<file path="src/rtl/spawn_pkg.sv">
// Shared types and constants for the spawn scheduler and its round-robin arbiter.
package spawn_pkg;

    typedef enum logic [1:0] {
        IDLE  = 2'd0,
        ARB   = 2'd1,
        GRANT = 2'd2
    } spawn_state_t;

    localparam int REQ_CARS    = 0;
    localparam int REQ_FUEL    = 1;
    localparam int REQ_SPECIAL = 2;
    localparam int REQ_TRUCK   = 3;

    // Fibonacci taps for x^8+x^6+x^5+x^4+1 on a left-shifting register
    localparam logic [7:0] LFSR_TAPS = 8'b1011_1000;

    function automatic logic [7:0] lfsr_next(input logic [7:0] cur);
        return {cur[6:0], ^(cur & LFSR_TAPS)};
    endfunction

endpackage

</file>
<file path="src/rtl/rr_arbiter.sv">
// Combinational round-robin pick: lowest requesting bit at or above ptr, else lowest overall.
module rr_arbiter #(
    parameter int N = 4
) (
    input  logic [N-1:0]         req,
    input  logic [$clog2(N)-1:0] ptr,
    output logic [N-1:0]         grant,
    output logic                 valid
);

    logic [N-1:0] hi_mask_s;
    logic [N-1:0] masked_s;
    logic [N-1:0] pool_s;

    // Prefer requests at or above the pointer; lowest-set-bit isolation picks the winner
    always_comb begin
        hi_mask_s = ~((N'(1) << ptr) - N'(1));
        masked_s  = req & hi_mask_s;
        pool_s    = (|masked_s) ? masked_s : req;
        grant     = pool_s & (~pool_s + N'(1));
        valid     = |req;
    end

endmodule

</file>
<file path="src/rtl/spawn_scheduler.sv">
// Spawn scheduler: at most one spawn per frame onto a pseudo-randomly chosen cooled-down lane.
// Build option SPAWN_DIFFICULTY_EN shrinks the inter-spawn gap by one frame every 16 grants.
module spawn_scheduler
    import spawn_pkg::*;
#(
    parameter int         NUM_REQ       = 4,
    parameter int         NUM_LANES     = 4,
    parameter int         LANE_COOLDOWN = 20,
    parameter int         MIN_GAP       = 8,
    parameter int         SPECIAL_IDX   = REQ_SPECIAL,
    parameter logic [7:0] LFSR_SEED     = 8'hA5
) (
    input  logic                         clk,
    input  logic                         reset,
    input  logic                         startOfFrame,
    input  logic                         gameSeq,
    input  logic                         special,
    input  logic [NUM_REQ-1:0]           req,
    output logic [NUM_REQ-1:0]           grant,
    output logic                         spawnValid,
    output logic [$clog2(NUM_LANES)-1:0] spawnLane,
    output logic                         busy
);

    localparam int LW       = $clog2(NUM_LANES);
    localparam int PW       = $clog2(NUM_REQ);
    localparam int CNT_BASE = (LANE_COOLDOWN > MIN_GAP) ? LANE_COOLDOWN : MIN_GAP;
`ifdef SPAWN_DIFFICULTY_EN
    localparam int CNT_MAX  = (CNT_BASE > 255) ? CNT_BASE : 255;
`else
    localparam int CNT_MAX  = CNT_BASE;
`endif
    localparam int CW       = $clog2(CNT_MAX + 1);

    spawn_state_t       state_q, state_d;
    logic [CW-1:0]      gap_q, gap_d;
    logic [CW-1:0]      cool_q [NUM_LANES];
    logic [CW-1:0]      cool_d [NUM_LANES];
    logic [PW-1:0]      ptr_q, ptr_d;
    logic [7:0]         lfsr_q, lfsr_d;
    logic [NUM_REQ-1:0] win_q, win_d;
    logic [LW-1:0]      lane_q, lane_d;

    logic [NUM_REQ-1:0] elig_s;
    logic [NUM_REQ-1:0] arb_grant_s;
    logic               arb_valid_s;
    logic               lane_ok_s;
    logic               grant_fire_s;
    logic [LW-1:0]      lane_s;
    logic [LW-1:0]      cand_s;
    logic [PW-1:0]      win_idx_s;
    logic [CW-1:0]      gap_reload_s;

    assign elig_s       = req & ~(special ? (NUM_REQ'(1) << SPECIAL_IDX) : '0);
    assign grant_fire_s = (state_q == GRANT) && gameSeq;

    rr_arbiter #(.N(NUM_REQ)) u_rr (
        .req   (elig_s),
        .ptr   (ptr_q),
        .grant (arb_grant_s),
        .valid (arb_valid_s)
    );

    // Lane scan: first lane with zero cooldown, upward from the LFSR low bits with wrap
    always_comb begin
        lane_s    = '0;
        lane_ok_s = 1'b0;
        cand_s    = '0;
        for (int i = NUM_LANES - 1; i >= 0; i--) begin
            cand_s    = lfsr_q[LW-1:0] + LW'(i);
            lane_s    = (cool_q[cand_s] == '0) ? cand_s : lane_s;
            lane_ok_s = lane_ok_s | (cool_q[cand_s] == '0);
        end
    end

    // Encode the registered one-hot winner for the pointer update
    always_comb begin
        win_idx_s = '0;
        for (int i = 0; i < NUM_REQ; i++) begin
            win_idx_s = win_q[i] ? PW'(i) : win_idx_s;
        end
    end

`ifdef SPAWN_DIFFICULTY_EN
    logic [CW-1:0] gap_reload_q, gap_reload_d;
    logic [3:0]    grant_cnt_q, grant_cnt_d;

    // The 16th grant of each block still loads the old gap; the next block uses one less
    always_comb begin
        gap_reload_d = gap_reload_q;
        grant_cnt_d  = grant_cnt_q;
        if (!gameSeq) begin
            gap_reload_d = CW'(MIN_GAP);
            grant_cnt_d  = 4'd0;
        end else if (grant_fire_s) begin
            grant_cnt_d  = grant_cnt_q + 4'd1;
            gap_reload_d = ((grant_cnt_q == 4'd15) && (gap_reload_q > CW'(2))) ?
                           gap_reload_q - CW'(1) : gap_reload_q;
        end else begin
            grant_cnt_d  = grant_cnt_q;
        end
    end

    // Difficulty registers
    always_ff @(posedge clk) begin
        if (reset) begin
            gap_reload_q <= CW'(MIN_GAP);
            grant_cnt_q  <= 4'd0;
        end else begin
            gap_reload_q <= gap_reload_d;
            grant_cnt_q  <= grant_cnt_d;
        end
    end

    assign gap_reload_s = gap_reload_q;
`else
    assign gap_reload_s = CW'(MIN_GAP);
`endif

    // FSM next state, per-frame countdowns and GRANT-cycle reloads (reload wins over decrement)
    always_comb begin
        state_d = state_q;
        gap_d   = gap_q;
        cool_d  = cool_q;
        ptr_d   = ptr_q;
        win_d   = win_q;
        lane_d  = lane_q;
        lfsr_d  = lfsr_next(lfsr_q);
        if (!gameSeq) begin
            state_d = IDLE;
            gap_d   = '0;
            for (int i = 0; i < NUM_LANES; i++) begin
                cool_d[i] = '0;
            end
        end else begin
            gap_d = (startOfFrame && (gap_q != '0)) ? gap_q - CW'(1) : gap_q;
            for (int i = 0; i < NUM_LANES; i++) begin
                cool_d[i] = (startOfFrame && (cool_q[i] != '0)) ? cool_q[i] - CW'(1) : cool_q[i];
            end
            case (state_q)
                IDLE: begin
                    state_d = (startOfFrame && (gap_q == '0) && (|elig_s)) ? ARB : IDLE;
                end
                ARB: begin
                    state_d = (arb_valid_s && lane_ok_s) ? GRANT : IDLE;
                    win_d   = arb_grant_s;
                    lane_d  = lane_s;
                end
                GRANT: begin
                    state_d        = IDLE;
                    cool_d[lane_q] = CW'(LANE_COOLDOWN);
                    gap_d          = gap_reload_s;
                    ptr_d          = (win_idx_s == PW'(NUM_REQ - 1)) ? '0 : win_idx_s + PW'(1);
                end
                default: begin
                    state_d = IDLE;
                end
            endcase
        end
    end

    // State registers
    always_ff @(posedge clk) begin
        if (reset) begin
            state_q <= IDLE;
            gap_q   <= '0;
            cool_q  <= '{default: '0};
            ptr_q   <= '0;
            lfsr_q  <= LFSR_SEED;
            win_q   <= '0;
            lane_q  <= '0;
        end else begin
            state_q <= state_d;
            gap_q   <= gap_d;
            cool_q  <= cool_d;
            ptr_q   <= ptr_d;
            lfsr_q  <= lfsr_d;
            win_q   <= win_d;
            lane_q  <= lane_d;
        end
    end

    assign grant      = (grant_fire_s && !reset) ? win_q : '0;
    assign spawnValid = grant_fire_s && !reset;
    assign spawnLane  = (grant_fire_s && !reset) ? lane_q : '0;
    assign busy       = (state_q != IDLE) && !reset;

endmodule
</file>
<file path="config.mk">
export PLATFORM = sky130hd
export DESIGN_NAME = spawn_scheduler
export DESIGN_NICKNAME = d
export VERILOG_FILES = /design/src/rtl/spawn_pkg.sv /design/src/rtl/rr_arbiter.sv /design/src/rtl/spawn_scheduler.sv
export SDC_FILE = /design/constraint.sdc
export NUM_CORES = 1
export LEC_CHECK = 0
export CORE_ASPECT_RATIO = 0.8
export CORE_UTILIZATION = 55
export DETAILED_ROUTE_END_ITERATION = 8
export GPL_TIMING_DRIVEN = 0
export PLACE_DENSITY = 0.77
export SLEW_MARGIN = 20
export SYNTH_ARGS = -nofsm -noshare
export SYNTH_HDL_FRONTEND = slang
export SYNTH_HIERARCHICAL = 1
export SYNTH_SLANG_ARGS = --single-unit
</file>
<file path="constraint.sdc">
create_clock -name clk -period 1.77 [get_ports clk]
set_input_delay 0.177 -clock clk [delete_from_list [all_inputs] [get_ports clk]]
set_output_delay 0.177 -clock clk [all_outputs]
set_load 0.05 [all_outputs]
</file>
==> flow_summary.json <==
{
  "status": "finished clean",
  "synthTopCellsByArea": "dfxtp_1, nor2_1, a21oi_1",
  "portBuffers": 16,
  "drc": 0,
  "ctsHoldBuffers": 0,
  "max_freq_mhz": 581,
  "hold_start": "reset",
  "critPathKind": "input port to output port",
  "crit_chain": "clkdlybuf4s50_1, nor2b_2, clkbuf_4, and3_1, buf_4",
  "groute.usage.overall_pct": 21.2,
  "clk_latency_ns": 0.29,
  "setup_slack_ns": 0.0474,
  "io-pin-count": 17,
  "tns_ns": 0,
  "cp-endpoint": "grant[2]",
  "fin_util_pct": 69.3,
  "clk_path_buf_depth": 2,
  "final-hold-violation-count": 0,
  "cts.clk_slew.worst_paths_ns": 0.08,
  "arrival_ns": 1.55,
  "final-max-slew-violation-count": 0,
  "ys_async_sr_fraction_pct": 0,
  "drt-total-wl_um": 4030,
  "hold-path-cell-count": 2,
  "skew_ns": 0.00636,
  "wl_per_cell_um": 12.5,
  "initial_utilization_pct": 59.8,
  "clock_sinks": 43,
  "cts_setup_buffers": 0,
  "grt_pass1_wl_um": 6870,
  "firstDrtPassIters": 4,
  "drt_iter0_markers": 81,
  "grt_overflow": 0,
  "r2r_setup_slack_ns": 0.10,
  "min_period_ns": 1.72,
  "use_met3_pct": 5.04,
  "vias_per_cell": 5.47,
  "postRouteAntennaNets": 0,
  "power_mw": 1.86,
  "use_met1_pct": 29.9,
  "yosys_warnings": 6,
  "pre_cts_ws_ns": -0.825,
  "worst-path-stages": 5,
  "grt_pass1_vias": 1558,
  "tightest_slew_ns": 0.509,
  "cap_viol_max_count": 0,
  "synth.largest_area_cell": "dfxtp_1",
  "reg2reg_from": "cool_q[7]",
  "syn_area_mm2": 0.00213,
  "reg2reg_depth": 5,
  "crit_family": "buffers and inverters",
  "die_area_mm2": 0.00413,
  "hold_class": "input port to flip-flop",
  "worstSetupStartpointType": "input port",
  "ir_drop_v": 0.000461,
  "cpPeakStageDelay_ns": 0.52,
  "max_slew_margin_pct": 65.7,
  "hpwl_um": 2940,
  "numCtsBuffers": 5,
  "root_buffer": "clkbuf_8",
  "die_w_um": 71.6,
  "drive_above_1_share_pct": 14.2,
  "crit_path_end_kind": "output port",
  "dieHeight_um": 57.7,
  "syn_to_final_growth_pct": 15.8,
  "use_met2_pct": 32.1,
  "gp_congestion": 0.857,
  "core-area_mm2": 0.00357,
  "yosysUniqueCellTypes": 43,
  "holdWs_ns": 0.253,
  "ys.flop_type": "dfxtp_1",
  "slowest_stage": "clkdlybuf4s50_1",
  "r2r_end": "lane_q[1]",
  "worstSetupStartpoint": "gameSeq",
  "cp_data_required_time_ns": 1.59,
  "synthCells": 258,
  "synth_area_per_cell_um2": 8.27,
  "num-nets-final": 296,
  "min_period_over_period_pct": 97.3,
  "setup_viol": 0,
  "ys_seq_area_share_pct": 40.4,
  "powerDensity_mw_per_mm2": 754,
  "synth_edf_count": 0,
  "syn_nets": 273,
  "antenna_cells": 0,
  "core.rowCount": 19,
  "synth_top_area_share_pct": 40.4,
  "worst-path-buf-inv": 3,
  "grt_start_max_net_pins": 13,
  "antenna_found_initial": 0,
  "via_count": 1772,
  "h-tree-depth": 2,
  "top_usage_layer": "met2",
  "leakagePower_nw": 1.04,
  "critPathMaxFanout": 10,
  "grt_setup_unrepaired": "no",
  "cts_tree": "built",
  "ys_ff_latch": 43
}
per-stage QoR:
| step | cells | instance area [um^2] |
|---|---|---|
| floorplan | 258 | 2130 |
| global placement | 316 | 2350 |
| detailed placement | 316 | 2350 |
| CTS | 324 | 2440 |
| global route | 324 | 2470 |
| finish | 324 | 2470 |
cell usage in the layout, fill, tap and decap left out, types with 4 or more instances in the layout:
master           count
nand3_1              5
xor2_1               9
nor4_1               4
a21oi_1             22
mux2i_1              4
xnor2_1             10
nor2_1              48
nor2b_1              7
dfxtp_1             43
nand2_1             18
buf_4                5
clkdlybuf4s50_1      7
and3_1               7
ha_1                 6
inv_1               15
or2_2                7
clkbuf_8             7
clkbuf_2             4
nor3_1               6
sequential cells by signal, summed over array words and instances, names as in the netlist:
signal and count:
cool_q 20, gap_q 5, lane_q 2, lfsr_q 8
ptr_q 2, state_q 2, win_q 4
how the worst min path moves through the flow:
| stage | endpoint |
|---|---|
| after global routing | lfsr_q[6] |
| after floorplan | lfsr_q[3] |
| after detailed placement | lfsr_q[7] |
| final | lfsr_q[3] |
| after global placement | lfsr_q[7] |
| after CTS | lfsr_q[7] |
kinds of logic (layout without fill, tap and decap cells):
| family | count (synthesis) | count (layout) | share of synthesized area [%] |
|---|---|---|---|
| AND/OR/NAND/NOR | 117 | 117 | 26.6 |
| AO/OA/AOI/OAI | 46 | 46 | 15.7 |
| flip-flops | 43 | 43 | 40.4 |
| buffers and inverters | 23 | 47 | 4.22 |
| XOR/XNOR | 19 | 19 | 7.80 |
| adder cells (fa/ha/maj) | 6 | 6 | 3.52 |
| multiplexers | 4 | 4 | 1.88 |
routing by layer:
layer | vias to the layer above | wire length [um]
li1 | 936 | -
met1 | 794 | 2090
met2 | 38 | 1730
met3 | 4 | 189
met4 | 0 | 27
met5 | - | 0
timing repair:
item / in CTS / in global routing
gates cloned: 0 / 0
setup endpoints to repair: 8 / 12
gates resized for setup: 47 / 8
cell type report:
class	count	area, um^2
inverters	16	60.1
fillers	278	1090
flip-flops and latches	43	861
plain buffers	7	37.5
well taps	42	52.6
multi-input cells	192	1220
clock buffers	8	100
repair buffers	16	144
where the power goes:
group | switching [mW] | total (mW) | internal (mW)
Combinational | 0.100 | 0.186 | 0.0862
Clock | 0.307 | 0.663 | 0.356
Sequential | 0.0210 | 1.01 | 0.993
Yosys cell counts (4+ instances only):
| library cell | count |
|---|---|
| xor2_1 | 9 |
| nand3_1 | 5 |
| nor2b_1 | 9 |
| xnor2_1 | 10 |
| dfxtp_1 | 43 |
| clkbuf_1 | 4 |
| nor3_1 | 6 |
| ha_1 | 6 |
| nor4_1 | 4 |
| mux2i_1 | 4 |
| a21oi_1 | 22 |
| or2_2 | 7 |
| and3_1 | 7 |
| inv_1 | 15 |
| nor2_1 | 48 |
| nand2_1 | 18 |
Note: power is estimated with default switching activity, not from simulation.
